**config.mk**
```make
export PLATFORM = sky130hd
export DESIGN_NAME = pwm_demod
export DESIGN_NICKNAME = d
export VERILOG_FILES = /design/src/rtl/pwm_pkg.sv /design/src/rtl/pwm_edge_sync.sv /design/src/rtl/pwm_demod.sv
export SDC_FILE = /design/constraint.sdc
export NUM_CORES = 1
export LEC_CHECK = 0
export CAP_MARGIN = 20
export CORE_MARGIN = 2
export CORE_UTILIZATION = 59
export DETAILED_ROUTE_END_ITERATION = 8
export GPL_ROUTABILITY_DRIVEN = 0
export GPL_TIMING_DRIVEN = 0
export PLACE_DENSITY = 0.8
export SETUP_SLACK_MARGIN = 0.3
export SLEW_MARGIN = 15
export SYNTH_ARGS = -nofsm -noshare
export SYNTH_HDL_FRONTEND = slang
export SYNTH_HIERARCHICAL = 1
export SYNTH_SLANG_ARGS = --single-unit
```
**constraint.sdc**
```tcl
create_clock -name clk_100m -period 2.95 [get_ports clk_100m]
set_clock_uncertainty 0.05 [all_clocks]
set_input_delay 0.4425 -clock clk_100m [delete_from_list [all_inputs] [get_ports clk_100m]]
set_output_delay 0.4425 -clock clk_100m [all_outputs]
set_load 0.02 [all_outputs]
```
**src/rtl/pwm_pkg.sv**
```systemverilog
// pwm_pkg: definitions shared by the PWM generator and the PWM demodulator.
//   FRAME_W_DEF    - default log2 of the carrier frame length in clocks
//   demod_state_e  - demodulator FSM state encoding
//   offset_to_twos - offset-binary <-> two's-complement conversion (widths up to 16)
package pwm_pkg;

    localparam int unsigned FRAME_W_DEF = 8;

    typedef enum logic [1:0] {
        StAcq,
        StRun,
        StLost
    } demod_state_e;

    // Flipping the MSB maps offset binary to two's complement and back.
    function automatic logic [15:0] offset_to_twos(input logic [15:0] val,
                                                   input int unsigned width);
        return val ^ (16'(1) << (width - 1));
    endfunction

endpackage

```
**src/rtl/pwm_edge_sync.sv**
```systemverilog
// pwm_edge_sync: multi-stage synchroniser for an asynchronous single-bit input, plus a
// toggle detector on the synchronised signal.
//   clk_100m  in   system clock
//   rst       in   synchronous active-high reset; clears every stage
//   pwm_i     in   asynchronous input
//   pwm_s     out  synchronised input (SYNC_STG flops after pwm_i)
//   pwm_edge  out  high for one cycle whenever pwm_s differs from its previous value
// SYNC_STG must be at least 2.
module pwm_edge_sync #(
    parameter int unsigned SYNC_STG = 2
) (
    input  logic clk_100m,
    input  logic rst,
    input  logic pwm_i,
    output logic pwm_s,
    output logic pwm_edge
);

    logic [SYNC_STG-1:0] sync_q;
    logic                pwm_d;

    always_ff @(posedge clk_100m) begin
        if (rst) begin
            sync_q <= '0;
            pwm_d  <= 1'b0;
        end else begin
            sync_q <= {sync_q[SYNC_STG-2:0], pwm_i};
            pwm_d  <= pwm_s;
        end
    end

    assign pwm_s    = sync_q[SYNC_STG-1];
    assign pwm_edge = pwm_s ^ pwm_d;

endmodule

```
**src/rtl/pwm_demod.sv**
```systemverilog
// pwm_demod: measures the high time of a PWM stream over every 2^FRAME_W-cycle carrier
// frame and emits it as a signed sample.
//   clk_100m  in   system clock
//   rst       in   synchronous active-high reset
//   pwm_i     in   asynchronous PWM stream
//   data_o    out  demodulated sample, two's complement
//   data_vld  out  one-cycle strobe marking a new data_o
//   sig_lost  out  high while pwm_i shows no edges
// Build option PWM_DEMOD_FILT_EN: inserts a 4-tap moving average before conversion, which
// delays data_vld (and the sig_lost rise) by one cycle.
module pwm_demod
    import pwm_pkg::*;
#(
    parameter int unsigned FRAME_W     = FRAME_W_DEF,
    parameter int unsigned SYNC_STG    = 2,
    parameter int unsigned LOST_FRAMES = 2
) (
    input  logic               clk_100m,
    input  logic               rst,
    input  logic               pwm_i,
    output logic [FRAME_W-1:0] data_o,
    output logic               data_vld,
    output logic               sig_lost
);

    localparam int unsigned LF_W = $clog2(LOST_FRAMES + 1);

    demod_state_e       state;
    logic               pwm_s;
    logic               pwm_edge;
    logic [FRAME_W-1:0] frame_cnt;
    logic               frame_end;
    logic [FRAME_W:0]   high_acc;
    logic [FRAME_W:0]   duty_raw;
    logic [FRAME_W-1:0] duty_sat;
    logic               edge_seen_q;
    logic [LF_W-1:0]    idle_cnt;
    logic [LF_W-1:0]    idle_cnt_nxt;
    logic               idle_hit;
    logic               emit;
    logic               lost_rise;
    logic               to_acq;

    // Output-stage controls, with or without the filter stage in between.
    logic               out_vld_set;
    logic [FRAME_W-1:0] out_sample;
    logic               lost_set;

    pwm_edge_sync #(
        .SYNC_STG (SYNC_STG)
    ) u_sync (
        .clk_100m (clk_100m),
        .rst      (rst),
        .pwm_i    (pwm_i),
        .pwm_s    (pwm_s),
        .pwm_edge (pwm_edge)
    );

    assign frame_end = (frame_cnt == '1);

    // The final cycle's sample is folded in here so the accumulator can restart at once.
    assign duty_raw = high_acc + (FRAME_W + 1)'(pwm_s);
    assign duty_sat = duty_raw[FRAME_W] ? '1 : duty_raw[FRAME_W-1:0];

    always_comb begin
        idle_cnt_nxt = idle_cnt;
        if (pwm_edge) begin
            idle_cnt_nxt = '0;
        end else if (frame_end && !edge_seen_q && (idle_cnt != LF_W'(LOST_FRAMES))) begin
            idle_cnt_nxt = idle_cnt + LF_W'(1);
        end
    end

    assign idle_hit  = frame_end && (idle_cnt_nxt == LF_W'(LOST_FRAMES));
    // An edge in LOST wins over a coincident frame-end.
    assign to_acq    = (state == StLost) && pwm_edge;
    assign emit      = frame_end && ((state == StRun) || ((state == StLost) && !pwm_edge));
    assign lost_rise = (state == StRun) && idle_hit;

`ifdef PWM_DEMOD_FILT_EN
    logic [FRAME_W-1:0] hist_q [4];
    logic               hist_vld_q;
    logic               emit_q;
    logic               lost_rise_q;
    logic [FRAME_W+1:0] filt_sum;

    assign filt_sum = (FRAME_W + 2)'(hist_q[0]) + (FRAME_W + 2)'(hist_q[1])
                    + (FRAME_W + 2)'(hist_q[2]) + (FRAME_W + 2)'(hist_q[3]);

    always_ff @(posedge clk_100m) begin
        if (rst || to_acq) begin
            for (int i = 0; i < 4; i++) begin
                hist_q[i] <= '0;
            end
            hist_vld_q <= 1'b0;
        end else if (emit) begin
            // First sample after acquisition primes every tap.
            hist_q[0] <= duty_sat;
            for (int i = 1; i < 4; i++) begin
                hist_q[i] <= hist_vld_q ? hist_q[i-1] : duty_sat;
            end
            hist_vld_q <= 1'b1;
        end
    end

    always_ff @(posedge clk_100m) begin
        if (rst) begin
            emit_q      <= 1'b0;
            lost_rise_q <= 1'b0;
        end else begin
            emit_q      <= emit;
            lost_rise_q <= lost_rise;
        end
    end

    assign out_vld_set = emit_q;
    assign out_sample  = filt_sum[FRAME_W+1:2];
    assign lost_set    = lost_rise_q;
`else
    assign out_vld_set = emit;
    assign out_sample  = duty_sat;
    assign lost_set    = lost_rise;
`endif

    always_ff @(posedge clk_100m) begin
        if (rst) begin
            state       <= StAcq;
            frame_cnt   <= '0;
            high_acc    <= '0;
            edge_seen_q <= 1'b0;
            idle_cnt    <= '0;
            data_o      <= '0;
            data_vld    <= 1'b0;
            sig_lost    <= 1'b0;
        end else begin
            frame_cnt   <= frame_cnt + FRAME_W'(1);
            high_acc    <= frame_end ? '0 : duty_raw;
            edge_seen_q <= frame_end ? 1'b0 : (edge_seen_q | pwm_edge);
            idle_cnt    <= idle_cnt_nxt;

            data_vld <= out_vld_set;
            if (out_vld_set) begin
                data_o <= FRAME_W'(offset_to_twos(16'(out_sample), FRAME_W));
            end

            // Clear after set so a recovering edge always wins.
            if (lost_set) begin
                sig_lost <= 1'b1;
            end
            if (to_acq) begin
                sig_lost <= 1'b0;
            end

            unique case (state)
                StAcq: begin
                    if (frame_end) begin
                        state <= StRun;
                    end
                end
                StRun: begin
                    if (lost_rise) begin
                        state <= StLost;
                    end
                end
                StLost: begin
                    if (to_acq) begin
                        state <= StAcq;
                    end
                end
                default: state <= StAcq;
            endcase
        end
    end

endmodule

```
==> run summary, run 1 <==
Synth Area in Compound Gates - 14.1%
Critical Path, Cell by Cell - xor2_1, or3b_4, a211oi_4, and3_1, buf_6, a41o_1
period utilisation layout - 68.0%
Final Hold Vio Count - 0
CTS root buf - clkbuf_4
die area - 0.00272 mm2
Synth cell types - 31
Final nets - 169
# clock sinks - 35
CTS resizes - 0
Slew HR - 52.8%
adder-cell share of the synthesized area - 3.66%
post-synthesis xor/xnor area fraction - 7.05%
I/O pin cnt - 13
Place WS - 951 ps
First-pass DRT Iterations - 3
reg2reg start - u_sync/sync_q[1]$_SDFF_PP0_
Leak - 0.560 nW
Synth Instances - 143
setup TNS - 0 ps
Worst Path Arrival - 2230 ps
Max clock buf depth - 2
Die W - 52.1 um
Mapped Avg Cell Area - 9.55 um2
Post-synth EDFFs - 0
post-synthesis mux area share - 0%
Seq/Total Area, Yosys - 51.3%
RSZ-0062 raised after global routing - no
hold-fix buffers at CTS - 0
reg2reg path depth - 6
Overall Power - 0.797 mW
core area - 0.00219 mm2
PortBufs - 12
final setup fails - 0
largest family of logic cells by synthesized area - simple AND/OR/NAND/NOR gates
Crit Path Class - flop to flop
1st-iter DRT viols - 9
largest net degree at the start of global routing - 11
WP depth - 6
Slew @ Worst Pin - 703 ps
Clock transition at path regs - 90 ps
Max Cap Viol - 0
Starting Density - 62.4%
Worst path slowest cell - or3b_4
simple logic cell fraction of the synthesized area - 20.3%
max incr delay on CP - 430 ps
global-route wire length before repair - 4240 um
destination of the critical timing path - data_o[7]$_SDFFE_PP0P_
Reg-to-Reg End - data_o[7]$_SDFFE_PP0P_
Area growth syn-to-layout - 16.4%
synth warn - 6
DRT antenna net count - 0
Final WS setup - 944 ps
primary flip-flop cell chosen by synthesis mapping - dfxtp_1
fin. max-slew vios - 0
wire per inst - 12.6 um
Mapped Nets - 150
Largest delay share family, worst path - simple AND/OR/NAND/NOR gates
worst hold slack - 413 ps
CTS tree - yes
Worst R2R Setup Slack - 940 ps
FP Rows - 17
post-synthesis register bit count - 35
f_max - 0.498 GHz
DR vias - 1063
initial antenna violation count - 0
Setup crit start kind - flop
setup bufs post-CTS - 0
Die Height - 52.1 um
grt total ovfl - 0
Final HPWL DP - 1760 um
Buffers & Inverters on Critical Path - 1
Hold Path Cell Cnt - 1
CP Capture Type - flop
H-tree Lvls - 2
crit-path max FO - 10
worst vdd ir - 0.000453 V
outcome - finished clean
Post-synth ARST share - 0%
layout cells sized above 1 - 9.20%
TritonCTS buffer count - 5
Mapped Area - 0.00137 mm2
hold crit path type - flop to flop
number of global-route vias before repair - 1024
clock period minus worst slack - 2010 ps
Detailed Route WL - 2410 um
vias per cell - 5.57
WP data required - 3180 ps
diodes inserted - 0
# DRC - 0
Total Routing Usage GR - 21.5%
Skew-Pair Late Insertion Delay - 330 ps
Worst Setup SP - u_sync/sync_q[1]$_SDFF_PP0_
P per Cell Area - 501 mW/mm2
[placed cells by master (no fill, tap or decap), types with 5 or more instances in the layout]
cell / Yosys / routed
nand4_1: 6 / 6
dfxtp_1: 35 / 35
clkdlybuf4s50_1: 0 / 12
o21ai_0: 13 / 13
xnor2_1: 8 / 8
clkbuf_4: 0 / 5
nor2_1: 19 / 19
a21oi_1: 13 / 13
inv_1: 8 / 8
nand3_1: 5 / 5
[metrics by stage]
stage / area (um2) / cells / util, %
floorplan: 1370 / 143 / -
global placement: 1520 / 183 / 69.4
detailed placement: 1520 / 183 / 69.4
CTS: 1590 / 191 / 72.6
global route: 1590 / 191 / 72.6
finish: 1590 / 191 / 72.6
[layout make-up]
cell class,instances,area (um2)
plain buffers,3,18.8
clock buffers,8,68.8
fillers,164,601
inverters,8,30.0
multi-input cells,97,617
flip-flops and latches,35,701
well taps,28,35.0
repair buffers,12,120
[state kept, by name, indices dropped and copies added, names as in the netlist]
name and flops:
u_sync/sync_q 2, edge_seen_q 1, high_acc 9, state 2, u_sync/pwm_d 1, data_o 8, frame_cnt 8, data_vld 1
idle_cnt 2, sig_lost 1
[power breakdown]
| part | internal, mW | switching (mW) | total [mW] |
|---|---|---|---|
| clock | 0.140 | 0.147 | 0.287 |
| sequential | 0.479 | 0.00558 | 0.485 |
| combinational | 0.00971 | 0.0152 | 0.0250 |
| total | 0.629 | 0.168 | 0.797 |
[routing by layer]
layer / GRT usage [%] / routed length, um
met1: 25.0 / 1150
met2: 35.9 / 1110
met3: 7.47 / 108
met4: 8.77 / 38
met5: 0 / 0
[cells by family after synthesis]
family	Yosys count
buffers and inverters	11
AOI/OAI and AO/OA	32
and+or+nand+nor	50
DFF	35
xor gates and xnor gates	11
adders and majority gates	4
[how the worst min path moves through the flow]
stage                                              to                   startpoint
after floorplan           u_sync/sync_q[1]$_SDFF_PP0_  u_sync/sync_q[0]$_SDFF_PP0_
after global placement    u_sync/sync_q[1]$_SDFF_PP0_  u_sync/sync_q[0]$_SDFF_PP0_
after detailed placement  u_sync/sync_q[1]$_SDFF_PP0_  u_sync/sync_q[0]$_SDFF_PP0_
after CTS                 u_sync/sync_q[1]$_SDFF_PP0_  u_sync/sync_q[0]$_SDFF_PP0_
after global routing      u_sync/sync_q[1]$_SDFF_PP0_  u_sync/sync_q[0]$_SDFF_PP0_
final                     u_sync/sync_q[1]$_SDFF_PP0_  u_sync/sync_q[0]$_SDFF_PP0_
[Yosys cell counts, drive strengths merged (2+ instances only)]
library cell / count / area [um2]
a21oi: 13 / 65.1
clkbuf: 2 / 7.51
dfxtp: 35 / 701
ha: 4 / 50.1
inv: 8 / 30.0
nand2: 2 / 7.51
nand3: 6 / 35.0
nand4: 6 / 37.5
nor2: 19 / 71.3
nor2b: 4 / 25.0
o21ai: 14 / 70.1
or3: 4 / 25.0
xnor2: 8 / 70.1
xor2: 3 / 26.3
(Power assumes the default switching activity.)
==> run 2: changes to the inputs <==
--- a/config.mk
+++ b/config.mk
@@ -7,11 +7,11 @@
 export LEC_CHECK = 0
 export CAP_MARGIN = 20
 export CORE_MARGIN = 2
-export CORE_UTILIZATION = 59
+export CORE_UTILIZATION = 49
 export DETAILED_ROUTE_END_ITERATION = 8
 export GPL_ROUTABILITY_DRIVEN = 0
 export GPL_TIMING_DRIVEN = 0
-export PLACE_DENSITY = 0.8
+export PLACE_DENSITY = 0.71
 export SETUP_SLACK_MARGIN = 0.3
 export SLEW_MARGIN = 15
 export SYNTH_ARGS = -nofsm -noshare
==> constraint.sdc (replaced) <==
create_clock -name clk_100m -period 1.7 [get_ports clk_100m]
set_clock_uncertainty 0.05 [all_clocks]
set_input_delay 0.255 -clock clk_100m [delete_from_list [all_inputs] [get_ports clk_100m]]
set_output_delay 0.255 -clock clk_100m [all_outputs]
set_load 0.02 [all_outputs]
==> run 2 against run 1 <==
Against the previous run: flip-flop and latch count is the same; combinational power grew 140%; largest power group unchanged; hold slack lost 20 ps; fmax grew 9.9%; critical path type unchanged; worst setup slack lost 1100 ps; die area grew 19%; non-clock buffer count grew 11; largest cell class is now multi-input combinational cells; cell count grew 7.9%; the flow now finishes with violations (negative setup slack); count of clock-buffer cells in the layout shrank 1; total power grew 67%.
==> run summary, run 2 (synthesis gave the netlist of run 1 again) <==
post-layout util - 68.6% (-4.0 points)
Clock transition at path regs - 100 ps (about the same)
1st-iter DRT viols - 15 (+6)
RSZ-0062 raised after global routing - yes
Critical Path, Cell by Cell - ha_4, ha_4, nand3_4, or3_4, and3_4, buf_6, a41o_1
# DRC - 0 (unchanged)
failing checks - negative setup slack
Max Cap Viol - 0 (unchanged)
Slew HR - 64.9% (+12 points)
Setup crit start kind - flop
die area - 0.00323 mm2 (+19%)
global-route wire length before repair - 4810 um (+14%)
hold-fix buffers at CTS - 0 (unchanged)
Area growth syn-to-layout - 36.0%
grt total ovfl - 0 (unchanged)
crit-path max FO - 8 (-2)
hold crit path type - flop to flop
number of global-route vias before repair - 1137 (+11%)
I/O pin cnt - 13 (unchanged)
vias per cell - 5.34 (-4.1%)
Worst path slowest cell - dfxtp_4
FP Rows - 19 (+2)
commonest non-fill, non-tap cell in the layout - dfxtp_1
wire per inst - 14.3 um (+13%)
layout cells sized above 1 - 30.3% (+21 points)
core area - 0.00271 mm2 (+24%)
fin. max-slew vios - 0 (unchanged)
initial antenna violation count - 0 (unchanged)
TritonCTS buffer count - 5 (unchanged)
PortBufs - 12 (unchanged)
clock period minus worst slack - 1830 ps (-181 ps)
final setup fails - 8 (+8)
Total Routing Usage GR - 20.0% (-1.5 points)
Starting Density - 50.4% (-12 points)
worst vdd ir - 0.000775 V (+71%)
Die W - 56.8 um (+9.0%)
Overall Power - 1.33 mW (+67%)
# clock sinks - 35 (unchanged)
Place WS - -273 ps (-1220 ps)
Slew @ Worst Pin - 527 ps (-176 ps)
Max clock buf depth - 2 (unchanged)
First-pass DRT Iterations - 4 (+1)
Largest delay share family, worst path - simple AND/OR/NAND/NOR gates
max reg flops - 9 (unchanged)
Final Hold Vio Count - 0 (unchanged)
DRT antenna net count - 0 (unchanged)
P per Cell Area - 716 mW/mm2 (+43%)
H-tree Lvls - 2 (unchanged)
CTS root buf - clkbuf_4
Detailed Route WL - 2950 um (+22%)
Final HPWL DP - 1760 um (about the same)
most frequent cells in the layout - dfxtp_1 (27), nor2_1 (18), o21ai_0 (12)
max incr delay on CP - 400 ps (-30 ps)
cell mode on critical path - ha_4
Final nets - 181 (+7.1%)
Top reg by flops - high_acc
DR vias - 1100 (+3.5%)
Crit Path Class - flop to flop
Leak - 0.674 nW (+20%)
Die Height - 56.8 um (+9.0%)
Worst Path Arrival - 2020 ps (-210 ps)
worst hold slack - 393 ps (-19.6 ps)
Largest regs - high_acc: 9 flops, data_o: 8 flops, frame_cnt: 8 flops
CP Capture Type - flop
Final WS setup - -126 ps (-1070 ps)
period utilisation layout - 107% (+39 points)
f_max - 0.548 GHz (+9.9%)
largest net degree at the start of global routing - 11 (unchanged)
Buffers & Inverters on Critical Path - 1 (unchanged)
CTS tree - yes
outcome - complete, but fails checks
Skew-Pair Late Insertion Delay - 340 ps (about the same)
diodes inserted - 0 (unchanged)
WP data required - 1900 ps (-1280 ps)
==> run 2: cell count changes in the layout (fill, tap and decap cells not counted), moves of 3 or more <==
| cell | delta |
|---|---|
| buf_4 | +10 |
| clkdlybuf4s50_1 | -10 |
| dfxtp_1 | -8 |
| dfxtp_2 | +5 |
| dfxtp_4 | +3 |
| dlygate4sd2_1 | +10 |
| ha_1 | -4 |
| ha_4 | +4 |
| xnor2_1 | -3 |
| xnor2_2 | +3 |
==> run 2: path summary, 6_finish.rpt <==
check,slack (ps),endpoint,from,depth (start not counted)
hold reg to reg,390,u_sync/sync_q[1]$_SDFF_PP0_,u_sync/sync_q[0]$_SDFF_PP0_,1
setup / recovery,-130,data_o[7]$_SDFFE_PP0P_,u_sync/sync_q[1]$_SDFF_PP0_,7
hold / removal,390,u_sync/sync_q[1]$_SDFF_PP0_,u_sync/sync_q[0]$_SDFF_PP0_,1
setup reg to reg,-130,data_o[7]$_SDFFE_PP0P_,u_sync/sync_q[1]$_SDFF_PP0_,7
==> run 2: power breakdown <==
group	internal, mW	leakage [nW]	total [mW]	switching, mW
registers	0.830	0.288	0.845	0.0150
clock network	0.161	0.0293	0.426	0.265
logic	0.0274	0.357	0.0588	0.0314
total	1.02	0.674	1.33	0.311
==> run 2: metrics by stage <==
step | TNS, ps | cell area (um2) | instances
floorplan | -349 | 1440 | 143
detailed placement | -1960 | 1600 | 186
finish | -578 | 1860 | 206
CTS | -738 | 1770 | 203
global route | -1050 | 1860 | 206
global placement | -1870 | 1600 | 186
==> run 2: layer usage <==
layer | wire length (um) | track usage (%) | part of all wire [%] | vias to the layer above
met2 | 1470 | 33.6 | 50 | 25
met4 | 109 | 13.6 | 3.7 | 0
li1 | - | - | - | 559
met3 | 88 | 4.84 | 3.0 | 10
met5 | 0 | 0 | 0 | -
met1 | 1290 | 22.1 | 44 | 506
==> run 2: layout make-up <==
type / count / area [um2]
Fill cell: 219 / 852
Multi-Input combinational cell: 98 / 808
Sequential cell: 35 / 718
Timing Repair Buffer: 23 / 194
Clock buffer: 7 / 45.0
Tap cell: 31 / 38.8
Inverter: 8 / 30.0
Buffer: 3 / 18.8
Clock inverter: 1 / 5.00
==> run 2: repair_timing <==
item	in CTS	in global routing
cloned	0	1
resized for setup	25	12
endpoints found under the hold margin	0	0
pin swaps	7	8
buffers inserted	9	2
endpoints found under the setup margin	35	25
